[config.mk]
export PLATFORM = sky130hd
export DESIGN_NAME = d2d_wrr_arbiter_channel
export DESIGN_NICKNAME = d
export VERILOG_FILES = /design/src/rtl/d2d_wrr_arbiter_channel.sv
export SDC_FILE = /design/constraint.sdc
export NUM_CORES = 1
export LEC_CHECK = 0
export BUFFER_PORTS_ARGS = -buffer_cell sky130_fd_sc_hd__buf_2
export CAP_MARGIN = 20
export CORE_ASPECT_RATIO = 1.5
export CORE_MARGIN = 10
export CORE_UTILIZATION = 48
export DETAILED_ROUTE_END_ITERATION = 8
export GPL_TIMING_DRIVEN = 0
export PLACE_DENSITY = 0.85
export SYNTH_ARGS = -nofsm -noshare
export SYNTH_HDL_FRONTEND = slang
export SYNTH_SLANG_ARGS = --single-unit
export TNS_END_PERCENT = 30
[constraint.sdc]
create_clock -name clk -period 3.6 [get_ports clk]
set_input_delay 1.08 -clock clk [delete_from_list [all_inputs] [get_ports clk]]
set_output_delay 1.08 -clock clk [all_outputs]
set_load 0.005 [all_outputs]
[src/rtl/d2d_wrr_arbiter_channel.sv]
// d2d_wrr_arbiter_channel
//
// Weighted round-robin, packet-aware N-to-1 arbiter feeding the D2D
// serializer. One channel is granted per cycle, combinationally from the
// request vector. Once a multi-flit packet starts, the grant stays on that
// channel until its tail flit transfers (wormhole). Each channel may send
// weight[i]+1 packets in a row before priority moves to the next channel.
//
// Ports:
//   clk          clock, all state updates on the rising edge
//   rst          synchronous active-high reset
//   request      per-channel flit valid
//   head         per-channel head-flit marker
//   tail         per-channel tail-flit marker (head&tail = single-flit packet)
//   weight       per-channel burst quota, WEIGHT_W bits per channel, channel 0 in the LSBs
//   out_ready    downstream accepts the granted flit this cycle
//   grant        one-hot or zero, the selected channel
//   grant_valid  |grant
//   locked       a multi-flit packet is in progress
//
// Lock FSM:
//   state     | meaning
//   ----------+-------------------------------------------------------------
//   ST_IDLE   | no packet open; grant goes to first requester from ptr
//   ST_LOCKED | multi-flit packet open on lock_ch; only lock_ch may be granted

module d2d_wrr_arbiter_channel #(
    parameter int CHANNELS = 4,
    parameter int WEIGHT_W = 4
) (
    input  logic                         clk,
    input  logic                         rst,
    input  logic [CHANNELS-1:0]          request,
    input  logic [CHANNELS-1:0]          head,
    input  logic [CHANNELS-1:0]          tail,
    input  logic [CHANNELS*WEIGHT_W-1:0] weight,
    input  logic                         out_ready,
    output logic [CHANNELS-1:0]          grant,
    output logic                         grant_valid,
    output logic                         locked
);

    localparam int PTR_W = (CHANNELS > 1) ? $clog2(CHANNELS) : 1;
    localparam logic [WEIGHT_W-1:0] QUOTA_ONE = WEIGHT_W'(1);

    typedef enum logic {
        ST_IDLE   = 1'b0,
        ST_LOCKED = 1'b1
    } lock_st_t;

    lock_st_t            lock_st;
    logic [PTR_W-1:0]    lock_ch;
    logic [PTR_W-1:0]    ptr;
    logic [WEIGHT_W-1:0] quota_cnt;

    logic [PTR_W-1:0]    gnt_idx;
    logic                gnt_any;
    logic                xfer;
    logic                is_tail;
    logic [PTR_W-1:0]    nxt_ch;
    logic [WEIGHT_W-1:0] eff;
    logic [WEIGHT_W-1:0] nxt_weight;

    // (a + b) mod CHANNELS for small b; indices never exceed CHANNELS-1.
    function automatic logic [PTR_W-1:0] ch_add(input logic [PTR_W-1:0] a, input int b);
        int s;
        s = int'(a) + b;
        if (s >= CHANNELS) s = s - CHANNELS;
        return s[PTR_W-1:0];
    endfunction

    function automatic logic [WEIGHT_W-1:0] weight_of(input logic [PTR_W-1:0] ch);
        return weight[int'(ch)*WEIGHT_W +: WEIGHT_W];
    endfunction

    // Channel selection: locked channel only, or a rotating scan from ptr.
    always_comb begin
        gnt_idx = ptr;
        gnt_any = 1'b0;
        if (lock_st == ST_LOCKED) begin
            gnt_idx = lock_ch;
            gnt_any = request[lock_ch];
        end else begin
            for (int k = 0; k < CHANNELS; k++) begin
                if (!gnt_any && request[ch_add(ptr, k)]) begin
                    gnt_idx = ch_add(ptr, k);
                    gnt_any = 1'b1;
                end
            end
        end
    end

    always_comb begin
        grant          = '0;
        grant[gnt_idx] = gnt_any;
    end

    assign grant_valid = gnt_any;
    assign locked      = (lock_st == ST_LOCKED);

    assign xfer       = gnt_any & out_ready;
    assign is_tail    = tail[gnt_idx];
    assign nxt_ch     = ch_add(gnt_idx, 1);
    assign nxt_weight = weight_of(nxt_ch);
    // The running quota only belongs to ptr; any other channel starts a fresh burst.
    assign eff        = (gnt_idx == ptr) ? quota_cnt : weight_of(gnt_idx);

    always_ff @(posedge clk) begin
        if (rst) begin
            lock_st   <= ST_IDLE;
            lock_ch   <= '0;
            ptr       <= '0;
            quota_cnt <= weight_of('0);
        end else if (xfer) begin
            if (is_tail) begin
                // Tail closes the packet (a headless tail in IDLE counts as a
                // single-flit packet) and charges one packet to the burst.
                lock_st <= ST_IDLE;
                if (eff == '0) begin
                    ptr       <= nxt_ch;
                    quota_cnt <= nxt_weight;
                end else begin
                    ptr       <= gnt_idx;
                    quota_cnt <= eff - QUOTA_ONE;
                end
            end else if (lock_st == ST_IDLE && head[gnt_idx]) begin
                lock_st <= ST_LOCKED;
                lock_ch <= gnt_idx;
            end
        end
    end

`ifndef SYNTHESIS
    logic [CHANNELS-1:0] lock_mask;

    always_comb begin
        lock_mask          = '0;
        lock_mask[lock_ch] = 1'b1;
    end

    a_grant_onehot0 : assert property (@(posedge clk) disable iff (rst)
        $onehot0(grant));
    a_grant_in_request : assert property (@(posedge clk) disable iff (rst)
        (grant & ~request) == '0);
    a_grant_in_lock : assert property (@(posedge clk) disable iff (rst)
        locked |-> ((grant & ~lock_mask) == '0));
`endif

endmodule

# After elaboration in Yosys (flattened, before gate mapping)
# Index checks and enable logic that the tools add are counted.
classes:
  bitwise_logic: 4
  n_shift: 2
  reduce_logical: 16
  n_lt_le_gt_ge: 12
  n_mux: 46
  eq_ne: 1
  addsub: 10
ops:
  columns: ["operator", "n"]
  rows:
  - ["16-bit by 5-bit indexed part select with 4-bit output", 2]
  - ["2-bit two-way mux", 15]
  - ["4-bit two-way mux", 5]
  - ["2-bit by 3-bit less-than comparator with 1-bit output, second input constant", 6]
  - ["1-bit two-way mux", 18]
  - ["1-bit binary-select mux with 2-bit select", 7]
  - ["3-bit >= comparator, second input constant", 4]
  - ["2-bit by 1-bit subtractor with 2-bit output, second input constant", 5]
  - ["2-bit by 1-bit adder with 3-bit output, second input constant", 2]
  - ["2-bit by 2-bit adder with 3-bit output, second input constant", 2]
  - ["2-bit AND reduction", 3]
  - ["2-bit nonzero test", 3]
  - ["1-bit logical AND", 5]
  - ["4-bit bitwise AND", 1]
  - ["4-bit logical NOT", 1]
  - ["4-bit by 1-bit subtractor with 4-bit output, second input constant", 1]
  - ["2-bit by 3-bit >= comparator with 1-bit output, second input constant", 1]
  - ["1-bit logical NOT", 3]
  - ["3-bit AND reduction", 1]
  - ["1-bit demux with 2-bit select", 1]
  - ["2-bit equality test", 1]
  - ["2-bit by 1-bit >= comparator with 1-bit output, second input constant", 1]
  - ["1-bit inverter", 2]
  - ["1-bit bitwise AND", 1]
word_totals:
  out_inout_bits: 6
  register_bits: 9

# Logic depth before layout (Yosys ltp)
# Gate-level depths: netlist of the first run.
logic_depth:
  ltp_word: 27
  ltp_mapped: 16
  depth_no_buf: 13

# Worst setup path before layout of the first run
# OpenSTA, ideal clock, no wires.
synth_path:
  path_kind: "input -> register"
  from: "in request[2]"
  to: "reg quota_cnt[1], data pin"
  cell_stages: 14
  arrival_time_ns: 3.444
  n_path_buf: 2
  setup_slack_ns: -0.103
  cell_sequence: "or2b_1 a221o_1 nand3_2 nand2_2 inv_2 buf_6 mux2i_1 a22oi_1 mux2_2 inv_1 ha_1 clkbuf_1 a31oi_1 o31a_1"
synth_via:
  elab_chain_cells: 24
  elab_cells_between_ends: 39
synth_rtl:
  columns: ["element", "line_no", "source"]
  rows:
  - ["from (decl)", "33", "input logic [CHANNELS-1:0] request,"]
  - ["1-bit binary-select mux with 2-bit select", "85", "if (!gnt_any && request[ch_add(ptr, k)]) begin"]
  - ["1-bit two-way mux (implied by the code)", "85", null]
  - ["1-bit two-way mux", "85", null]
  - ["1-bit two-way mux", "80", "if (lock_st == ST_LOCKED) begin"]
  - ["1-bit logical NOT", "85", null]
  - ["1-bit logical AND", "85", null]
  - ["1-bit two-way mux", "85", null]
  - ["1-bit two-way mux", "80", null]
  - ["[... 8 more ...]", null, null]
  - ["via gnt_idx[1]", "56", "logic [PTR_W-1:0] gnt_idx;"]
  - ["2-bit by 1-bit adder with 3-bit output", "67", "s = int'(a) + b;"]
  - ["3-bit >= comparator or 2-bit by 1-bit subtractor with 2-bit output (tied branches)", "68", "if (s >= CHANNELS) s = s - CHANNELS;"]
  - ["2-bit two-way mux", "68", null]
  - ["16-bit by 5-bit indexed part select with 4-bit output", "73", "return weight[int'(ch)*WEIGHT_W +: WEIGHT_W];"]
  - ["4-bit two-way mux *", "119", "if (eff == '0) begin"]
  - ["4-bit two-way mux *", "115", "if (is_tail) begin"]
  - ["4-bit two-way mux *", "114", "end else if (xfer) begin"]
  - ["4-bit two-way mux *", "109", "if (rst) begin"]
  - ["to (signal assigned)", "113", "quota_cnt <= weight_of('0);"]
  - ["to (signal assigned)", "121", "quota_cnt <= nxt_weight;"]
  - ["to (signal assigned)", "124", "quota_cnt <= eff - QUOTA_ONE;"]
  - ["to (decl)", "54", "logic [WEIGHT_W-1:0] quota_cnt;"]
# Mark *: on every way through the listed nets, which the timed path passes. The rest lies on a longest branch. The select of a mux whose other input is x is not followed.
# A chain may end at the register's enable or synchronous reset.

# Final worst setup path of the first run
layout_path:
  from: "in request[2]"
  to: "out grant[2]"
layout_via:
  elab_chain_cells: 21
  elab_cells_between_ends: 35
layout_rtl:
  columns: ["element", "line_no", "source"]
  rows:
  - ["1-bit binary-select mux with 2-bit select", "85", null]
  - ["1-bit two-way mux (implied by the code)", "85", null]
  - ["1-bit two-way mux", "85", null]
  - ["1-bit two-way mux", "80", null]
  - ["1-bit logical NOT", "85", null]
  - ["1-bit logical AND", "85", null]
  - ["1-bit two-way mux", "85", null]
  - ["1-bit two-way mux", "80", null]
  - ["[... 5 more ...]", null, null]
  - ["1-bit logical AND", "85", null]
  - ["2-bit two-way mux", "85", null]
  - ["2-bit two-way mux", "80", null]
  - ["2-bit by 3-bit less-than comparator with 1-bit output (implied by the code) or 2-bit by 1-bit >= comparator with 1-bit output (tied branches)", "95", "grant[gnt_idx] = gnt_any;"]
  - ["1-bit logical AND (implied by the code)", "95", null]
  - ["1-bit two-way mux (implied by the code)", "95", null]
  - ["1-bit demux with 2-bit select", "95", null]
  - ["4-bit bitwise AND (no line) *", null, null]
  - ["to (decl)", "38", "output logic [CHANNELS-1:0] grant,"]
# Every way passes the cells marked *; elsewhere a longest branch is shown, timed or not. The select of a mux whose other input is x is not followed.

==> results of run 1 <==
[cell usage after synthesis, drive strengths merged (3+ instances only)]
cell | count | area [µm²]
mux2 | 4 | 45.0
and4 | 3 | 28.8
a31oi | 4 | 25.0
nor4b | 4 | 35.0
dfxtp | 5 | 100
o21ai | 4 | 23.8
a2111oi | 4 | 53.8
inv | 8 | 30.0
nor3b | 3 | 22.5
or2b | 4 | 32.5
and2 | 8 | 52.6
edfxtp | 4 | 120
buf | 6 | 62.6
ha | 5 | 62.6
mux4 | 5 | 128
nand2b | 3 | 18.8
mux2i | 15 | 158
nor2 | 10 | 37.5
nand2 | 17 | 66.3
nand3 | 3 | 20.0
a21oi | 7 | 50.1
[path summary, 6_finish.rpt]
check | from | to
setup reg to reg | locked | quota_cnt[3]
setup / recovery | request[2] | grant[2]
hold / removal | lock_ch[0] | lock_ch[0]
hold reg to reg | lock_ch[0] | lock_ch[0]
[per-stage QoR]
stage | instances | hold WS, ns
after global routing | 251 | 0.594
final | 251 | 0.557
after global placement | 229 | 0.547
after detailed placement | 229 | 0.560
after floorplan | 155 | 0.499
after CTS | 245 | 0.562
[flip-flops by register name, summed over array words and instances (netlist names)]
signal,count
quota_cnt,4
locked,1
ptr,2
lock_ch,2
[cell type report]
cell class | count | area, µm²
plain buffers | 5 | 46.3
clock buffers | 4 | 45.0
fillers | 222 | 897
inverters | 9 | 48.8
multi-input cells | 130 | 1180
flip-flops and latches | 9 | 220
well taps | 39 | 48.8
repair buffers | 55 | 368
[what timing repair did]
| item | CTS | global route |
|---|---|---|
| setup endpoints to repair | 7 | 10 |
| gates resized for setup | 21 | 18 |
| gates cloned | 0 | 0 |
| buffers inserted | 14 | 6 |
| pin swaps | 8 | 7 |
[power breakdown]
| group | total, W | internal [W] | switching, W |
|---|---|---|---|
| Sequential | 0.000158 | 0.000139 | 0.0000190 |
| Clock | 0.000122 | 0.0000776 | 0.0000445 |
| Combinational | 0.000837 | 0.000420 | 0.000417 |
| Total | 0.00112 | 0.000637 | 0.000480 |
[layer usage]
metal,share of wire,track usage,up-vias
met5,0,0,-
li1,-,-,705
met3,0.054,0.0336,21
met2,0.53,0.299,69
met4,0.049,0.0762,0
met1,0.36,0.161,726
[kinds of logic (layout without fill, tap and decap cells)]
group                    count (synthesis)  after routing
AND/OR/NAND/NOR                         61             61
AO/OA/AOI/OAI                           39             39
multiplexers                            24             24
buffers and inverters                   16             73
flip-flops                               9              9
adder cells (fa/ha/maj)                  5              5
XOR/XNOR                                 1              1
[worst max-delay path, cell delays in order]
cell and delay [ns]:
buf_8 0.10, or2b_4 0.22, a21oi_2 0.06, a2111o_1 0.38, and2_4 0.19, buf_6 0.14, ha_4 0.15, and2_4 0.13
buf_6 0.11
==> summary.md, run 1 <==
| Metric | Value |
|---|---|
| Gr ovfl total | `0` |
| Power Density | `571 nW/µm²` |
| Worst path required time | `2.52 ns` |
| Main combinational cell family by area after synthesis | `simple AND/OR/NAND/NOR gates` |
| Starting DRT DRC Count | `133` |
| Synthesis Warnings | `0` |
| Hold WC Path Type | `register to register` |
| Clock Latency Late Sink | `0.24 ns` |
| Pre-CTS setup slack | `-0.379 ns` |
| Hold_buf cts | `0` |
| # setup viols final | `2` |
| Worst r2r path cells | `14` |
| Clock skew | `0.00169 ns` |
| Area post-placement | `1640 µm²` |
| Final Total Pwr | `0.00112 W` |
| RePlAce Congestion | `0.899` |
| Synth Area per Inst | `9.09 µm²` |
| Post-Synth XOR/XNOR Area | `0.00622` |
| Worst slew margin | `0.617` |
| Run status | `finished with violations` |
| Part of the cycle the worst path needs | `1.01` |
| Area of the die | `approximately 5500 µm²` |
| DR vias | `1,521` |
| Min cycle time layout | `3.65 ns` |
| Synth Area in Compound Gates | `0.234` |
| Post-Synth Adder-Cell Area | `0.0444` |
| First-pass GRT wire length | `7170 µm` |
| Final worst setup slack | `-0.0463 ns` |
| Total CTS buffers | `3` |
| Post-synth EDFFs | `4` |
| Max_cap viols | `0` |
| Arrival @ worst endpoint | `2.57 ns` |
| Area grow syn2layout | `38.8%` |
| Max clock buf depth | `2` |
| Worst hold stages | `2` |
| Net count after synthesis | `191` |
| Post-synthesis cell area | `1410 µm²` |
| Chip Height | `roughly 86 µm` |
| Drt drc | `0` |
| Fmax achieved | `274 MHz` |
| Clock sinks | `9` |
| Failing checks | `negative setup slack` |
| Port Buf Inserts | `35` |
| Post-route ant nets | `0` |
| Gate Count Post-Synth | `155` |
| Post-Synth Simple-Gate Area | `0.250` |
| Seq/Total Area, Yosys | `0.156` |
| Count of unique library cells instantiated by Yosys | `between 60 and 70` |
| CORE AREA | `2850 µm²` |
| Vias in the first global route | `1,551` |
| Worst Tran Pin Value | `around 0.57 ns` |
| CTS Root Cell | `clkbuf_8` |
| Clock-pin slew on the worst setup and hold paths | `0.05 ns` |
| Mux share of post-synthesis cell area | `0.234` |
| Antenna violations before repair | `0` |
| Ant diodes | `0` |
| Share of flip-flops with an asynchronous set or reset | `0` |
| Share of layout cells above drive strength 1 | `0.448` |
| Design area | `1960 µm²` |
| Pin count of the biggest net entering global routing | `11` |
| Util after Layout | `0.686` |
| Row count | `24` |
| Setup crit start kind | `input port` |
| Max VDD drop | `around 0.33 mV` |
| Fin. max-slew vios | `0` |
| H-tree level count | `1` |
| Crit end category | `primary output` |
| Final HPWL DP | `3350 µm` |
| Synth Register Bits | `9` |
| Via/cell ratio | `6.06` |
| Most frequent cells in the layout | `31 x buf_2, 19 x buf_4, 15 x nand2_1, 13 x mux2i_1, 9 x nor2_1` |
| Top_reg_cell synth | `dfxtp_1` |
| Die X | `64.2 µm` |
| Worst reg2reg setup slack | `0.60 ns` |
| Setup TNS | `-0.0886 ns` |
| Maximum net fanout on the critical path | `6` |
| CTS tree | `built` |
| Leading cell type in the layout, fill and taps excluded | `buf_2` |
| Final Hold Vio Count | `0` |
| Starting Density | `0.494` |
| Total leakage power | `0.836 nW` |
| Net count, final | `249` |
| TritonRoute pass-1 iters | `4` |
| Post-Route WL | `~4800 µm` |
| Drt wl/cell | `18.9 µm` |
| Unrepaired setup endpoints after global routing | `yes` |
| GR Util All Layers | `0.159` |
| IO Pins | `37` |
| Setup CP Type | `input port to primary output` |
Note: power is estimated with default switching activity, not from simulation.
==> run 2: changes to the inputs <==
- CELL_PAD_IN_SITES_DETAIL_PLACEMENT: unset -> 1
- CELL_PAD_IN_SITES_GLOBAL_PLACEMENT: unset -> 2
- CORE_UTILIZATION: 48 -> 28
- PLACE_DENSITY: 0.85 -> 0.83
- SLEW_MARGIN: unset -> 20
==> summary.md, run 2 (synthesized netlist as in run 1, its figures left out) <==
| Metric | Value |
|---|---|
| Unrepaired setup endpoints after global routing | `yes` |
| Total leakage power | `0.850 nW (+1.6%)` |
| Vias in the first global route | `1,575 (+1.5%)` |
| CTS tree | `built` |
| Post-route ant nets | `0 (unchanged)` |
| Setup crit start kind | `input port` |
| Die X | `77.9 µm (+21%)` |
| Part of the cycle the worst path needs | `1.03 (+0.0162)` |
| Final HPWL DP | `3850 µm (+15%)` |
| Pin count of the biggest net entering global routing | `11 (unchanged)` |
| R2r startpoint | `ptr[0]` |
| Leading cell type in the layout, fill and taps excluded | `buf_2` |
| Via/cell ratio | `5.29 (-13%)` |
| Setup CP Type | `input port to primary output` |
| Max_cap viols | `0 (unchanged)` |
| Port Buf Inserts | `35 (unchanged)` |
| Crit end category | `primary output` |
| First-pass GRT wire length | `8100 µm (+13%)` |
| Max clock buf depth | `2 (unchanged)` |
| Worst path required time | `2.52 ns (about the same)` |
| Sw Ratio | `0.426 (-0.00420)` |
| # setup viols final | `5 (+3)` |
| Antenna violations before repair | `0 (unchanged)` |
| Max reg flops | `4 (unchanged)` |
| Maximum net fanout on the critical path | `5 (-1)` |
| Biggest regs | `quota_cnt x4, lock_ch x2, ptr x2` |
| GR Util All Layers | `0.119 (-0.0405)` |
| Power Density | `554 nW/µm² (-3.1%)` |
| Area grow syn2layout | `45.2%` |
| Net Sw Power | `0.000482 W (+0.35%)` |
| Row count | `31 (+29%)` |
| Final Hold Vio Count | `0 (unchanged)` |
| Run status | `finished with violations` |
| RePlAce Congestion | `0.806 (-10%)` |
| Most frequent cells in the layout | `30 x buf_2, 21 x buf_4, 15 x nand2_1, 11 x mux2i_1, 10 x nor2_1` |
| Internal power | `0.000651 W (+2.1%)` |
| Top reg by flops | `quota_cnt` |
| Net count, final | `251 (+0.80%)` |
| Register area | `220 µm² (unchanged)` |
| Fin. max-slew vios | `0 (unchanged)` |
| Clock Latency Late Sink | `0.23 ns (about the same)` |
| DR vias | `1,480 (-2.7%)` |
| Reg power frac | `0.143 (about the same)` |
| Chip Height | `107 µm (+24%)` |
| Max VDD drop | `0.156 mV (-53%)` |
| Clock skew | `0.00911 ns (+0.00742 ns)` |
| Clock-pin slew on the worst setup and hold paths | `0.05 ns (about the same)` |
| Clock sinks | `9 (unchanged)` |
| Final std cells w/o fill | `280 (+12%)` |
| Worst slew margin | `0.597 (-0.0200)` |
| TritonRoute pass-1 iters | `4 (unchanged)` |
| Starting DRT DRC Count | `64 (-52%)` |
| Area of the multi-input gates | `1210 µm² (+2.9%)` |
| Final worst setup slack | `-0.104 ns (-0.0582 ns)` |
| Fmax achieved | `270 MHz (-1.6%)` |
| H-tree level count | `1 (unchanged)` |
| CTS Root Cell | `clkbuf_8` |
| Total CTS buffers | `3 (unchanged)` |
| Worst Tran Pin Value | `0.601 ns (+0.0299 ns)` |
| Starting Density | `0.291 (-0.203)` |
| Area of the die | `8330 µm² (+50%)` |
| Failing checks | `negative setup slack` |
| Arrival @ worst endpoint | `2.62 ns (+0.05 ns)` |
| Hold_sp | `lock_ch[1]` |
| Logic pwr share | `0.753 (+0.004)` |
| Ant diodes | `0 (unchanged)` |
| IO Pins | `37 (unchanged)` |
| Gr ovfl total | `0 (unchanged)` |
| Hold WC Path Type | `register to register` |
| Share of layout cells above drive strength 1 | `0.463 (+0.0145)` |
| Clk pwr share | `0.104 (-0.005)` |
| Fillers | `588 (+160%)` |
| Post-Route WL | `5060 µm (+6.5%)` |
| Drt drc | `0 (unchanged)` |
| Worst hold slack | `0.564 ns (+0.00729 ns)` |
| CP Launch Point | `request[2]` |
| Drt wl/cell | `18.1 µm (-4.5%)` |
| CORE AREA | `4850 µm² (+70%)` |
| Min cycle time layout | `3.70 ns (+0.0582 ns)` |
| Dpl cells | `256 (+12%)` |
-- run 2: cell count changes in the layout (fill, tap and decap cells not counted), moves of 2 or more --
cell	previous run	this run
a2111oi_1	2	0
buf_4	19	21
buf_8	3	5
mux2i_1	13	11
mux2i_4	0	2
-- run 2: worst paths after layout --
path / endpoint / slack [ns] / depth (start not counted)
max reg2reg: quota_cnt[3] / 0.52 / 13
min reg2reg: lock_ch[1] / 0.56 / 2
max: grant[0] / -0.10 / 9
min: lock_ch[1] / 0.56 / 2
-- run 2: metal layers --
metal  global-route usage  wire length [µm]  vias up
met1                0.132              2110      722
met5                    0                 0        -
met2                0.228              2680       34
li1                     -                 -      714
met3               0.0159               135       10
met4               0.0283               139        0
-- run 2: critical path: stages --
cell	delay (ns)
buf_8	0.10
or2b_4	0.23
a21oi_4	0.06
a2111o_1	0.45
and2_4	0.19
buf_6	0.13
ha_4	0.15
and2_4	0.13
buf_6	0.11
-- run 2: area by class of cell --
| class | count | share of cell area |
|---|---|---|
| clock inverters | 1 | 0.00245 |
| flip-flops and latches | 9 | 0.108 |
| clock buffers | 3 | 0.0202 |
| repair buffers | 57 | 0.192 |
| plain buffers | 5 | 0.0245 |
| well taps | 66 | 0.0404 |
| multi-input cells | 130 | 0.593 |
| inverters | 9 | 0.0202 |
-- run 2: per-stage QoR --
| stage | utilization | cell area, µm² | power (W) | setup TNS (ns) | setup slack, ns |
|---|---|---|---|---|---|
| after global routing | 0.422 | 2050 | 0.00122 | -0.575 | -0.118 |
| after detailed placement | 0.345 | 1670 | 0.000811 | -3.11 | -0.449 |
| after floorplan | - | 1410 | 0.000647 | 0 | 0.00369 |
| after global placement | 0.345 | 1670 | 0.000808 | -2.93 | -0.431 |
| after CTS | 0.406 | 1970 | 0.00108 | -0.271 | -0.0691 |
| final | 0.422 | 2050 | 0.00113 | -0.270 | -0.104 |
-- run 2: power by group through the flow --
stage               Clock, W  Sequential [W]  Combinational [W]
detailed placement         0        0.000160           0.000651
global placement           0        0.000159           0.000649
finish              0.000118        0.000162           0.000852
CTS                 0.000121        0.000160           0.000797
floorplan                  0        0.000153           0.000494
global route        0.000127        0.000164           0.000926
-- run 2: timing repair --
action                                  CTS  global route
setup buffers                            17             5
pin swaps                                 8             7
cloned                                    0             0
endpoints found under the setup margin    9             9
gates resized for setup                  33            13
hold buffers                              0             0
==> run 3: changes to the inputs <==
- GPL_TIMING_DRIVEN: 0 -> unset
==> summary.md, run 3 (synthesized netlist as in run 1, its figures left out) <==
| Metric | Value |
|---|---|
| Maximum net fanout on the critical path | `3 (-2)` |
| Hold WC Path Type | `register to register` |
| Port Buf Inserts | `36 (+2.9%)` |
| Leading cell type in the layout, fill and taps excluded | `buf_4` |
| Run status | `finished with violations` |
| Unrepaired setup endpoints after global routing | `yes` |
| IO Pins | `37 (unchanged)` |
| # setup viols final | `3 (-2)` |
| Total leakage power | `0.953 nW (+12%)` |
| Fillers | `595 (+1.2%)` |
| Share of layout cells above drive strength 1 | `0.538 (+0.0752)` |
| Post-Route WL | `5860 µm (+16%)` |
| Area of the multi-input gates | `1230 µm² (+1.4%)` |
| Worst reg2reg setup slack | `0.51 ns (about the same)` |
| CORE AREA | `4850 µm² (unchanged)` |
| Final HPWL DP | `4430 µm (+15%)` |
| Max VDD drop | `0.159 mV (+2.3%)` |
| Vias in the first global route | `1,777 (+13%)` |
| Starting Density | `0.291 (unchanged)` |
| Clock Latency Late Sink | `0.23 ns (about the same)` |
| Clock-pin slew on the worst setup and hold paths | `0.04 ns (about the same)` |
| Setup CP Type | `input port to primary output` |
| Max clock buf depth | `2 (unchanged)` |
| Worst r2r path cells | `10 (-3)` |
| Most frequent cells in the layout | `50 x buf_4, 31 x buf_2, 15 x nand2_1, 11 x mux2i_1, 9 x nor2_1` |
| Clock sinks | `9 (unchanged)` |
| Chip Height | `107 µm (unchanged)` |
| Worst hold stages | `2 (unchanged)` |
| H-tree level count | `1 (unchanged)` |
| Drt wl/cell | `19.3 µm (+6.7%)` |
| Fmax achieved | `275 MHz (+2.0%)` |
| Final Total Pwr | `0.00123 W (+8.5%)` |
| Failing checks | `negative setup slack` |
| Total CTS buffers | `3 (unchanged)` |
| Clock skew | `0.00466 ns (-0.00445 ns)` |
| Worst Tran Pin Value | `0.516 ns (-0.0850 ns)` |
| Biggest regs | `quota_cnt x4, lock_ch x2, ptr x2` |
| CTS tree | `built` |
| Final Hold Vio Count | `0 (unchanged)` |
| Worst path required time | `2.52 ns (about the same)` |
| Part of the cycle the worst path needs | `1.01 (-0.0206)` |
| Pin count of the biggest net entering global routing | `13 (+2)` |
| Arrival @ worst endpoint | `2.55 ns (-0.07 ns)` |
| Gr ovfl total | `0 (unchanged)` |
| Via/cell ratio | `5.30 (+0.20%)` |
| TritonRoute pass-1 iters | `4 (unchanged)` |
| Power Density | `556 nW/µm² (+0.37%)` |
| Register area | `220 µm² (unchanged)` |
| Ant diodes | `0 (unchanged)` |
| Net count, final | `275 (+9.6%)` |
| First-pass GRT wire length | `9110 µm (+13%)` |
| GR Util All Layers | `0.135 (+0.0166)` |
| Crit end category | `primary output` |
| Area grow syn2layout | `57.0%` |
| Worst slew margin | `0.654 (+0.0569)` |
| Post-route ant nets | `0 (unchanged)` |
| Final worst setup slack | `-0.0302 ns (+0.0743 ns)` |
| Die X | `77.9 µm (unchanged)` |
| Setup TNS | `-0.0547 ns (+0.215 ns)` |
| Top reg by flops | `quota_cnt` |
| DR vias | `1,610 (+8.8%)` |
| Fin. max-slew vios | `0 (unchanged)` |
| Area of the die | `8330 µm² (unchanged)` |
| CTS Root Cell | `clkbuf_8` |
| Util after Layout | `0.456 (+0.0343)` |
| Max_cap viols | `0 (unchanged)` |
| Max reg flops | `4 (unchanged)` |
| Setup crit start kind | `input port` |
| Row count | `31 (unchanged)` |
| Drt drc | `0 (unchanged)` |
| Antenna violations before repair | `0 (unchanged)` |
| RePlAce Congestion | `0.847 (+5.1%)` |
| Min cycle time layout | `3.63 ns (-0.0743 ns)` |
| Starting DRT DRC Count | `52 (-19%)` |
run 3: changes by cell type in the layout (fill, tap and decap cells not counted), moves of 2 or more:
cell / before / now
a2111oi_0: 2 / 0
buf_4: 21 / 50
buf_8: 5 / 1
ha_4: 3 / 5
mux2i_2: 2 / 4
mux2i_4: 2 / 0
run 3: area by class of cell:
cell class              count  share of cell area
multi-input cells         130               0.556
repair buffers             86               0.267
flip-flops and latches      9              0.0995
well taps                  66              0.0373
clock buffers               4              0.0204
inverters                   9              0.0198
run 3: through the flow:
step / cells / cell area [µm²] / hold slack (ns) / worst slack (ns)
2_1_floorplan: 155 / 1410 / 0.499 / 0.00369
3_3_place_gp: 284 / 1860 / 0.566 / -0.172
3_5_place_dp: 284 / 1860 / 0.569 / -0.205
4_1_cts: 302 / 2040 / 0.575 / -0.00343
5_1_grt: 304 / 2210 / 0.662 / -0.0851
6_report: 304 / 2210 / 0.607 / -0.0302
run 3: critical path, stage by stage:
cell and delay, ns:
buf_6 0.09, or2b_1 0.26, a221o_1 0.38, nand3_2 0.10, nand2_2 0.10, buf_6 0.16
ha_4 0.14, and2_1 0.12, buf_2 0.12
run 3: worst paths after layout:
path / startpoint / end
worst max-delay path: request[0] / grant[0]
worst min register to register: lock_ch[0] / lock_ch[0]
worst min-delay path: lock_ch[0] / lock_ch[0]
worst max register to register: ptr[1] / quota_cnt[1]
run 3: what timing repair did:
action	4_1_cts	5_1_grt
hold buffers	0	0
pin swaps	5	8
gates resized for setup	9	35
buffers inserted	15	2
endpoints found under the setup margin	4	10
run 3: report_power, final:
| group | leakage, nW | total (W) | switching [W] | internal, W |
|---|---|---|---|---|
| registers | 0.0806 | 0.000167 | 0.0000273 | 0.000139 |
| clock network | 0.0228 | 0.000117 | 0.0000396 | 0.0000771 |
| logic | 0.849 | 0.000946 | 0.000453 | 0.000493 |
| total | 0.953 | 0.00123 | 0.000520 | 0.000709 |
run 3: routing by layer:
metal  global-route usage  part of all wire  vias to the layer above
met4               0.0733             0.038                        0
li1                     -                 -                      759
met5                    0                 0                        -
met2                0.257              0.55                       40
met1                0.137              0.38                      797
met3               0.0201             0.029                       14
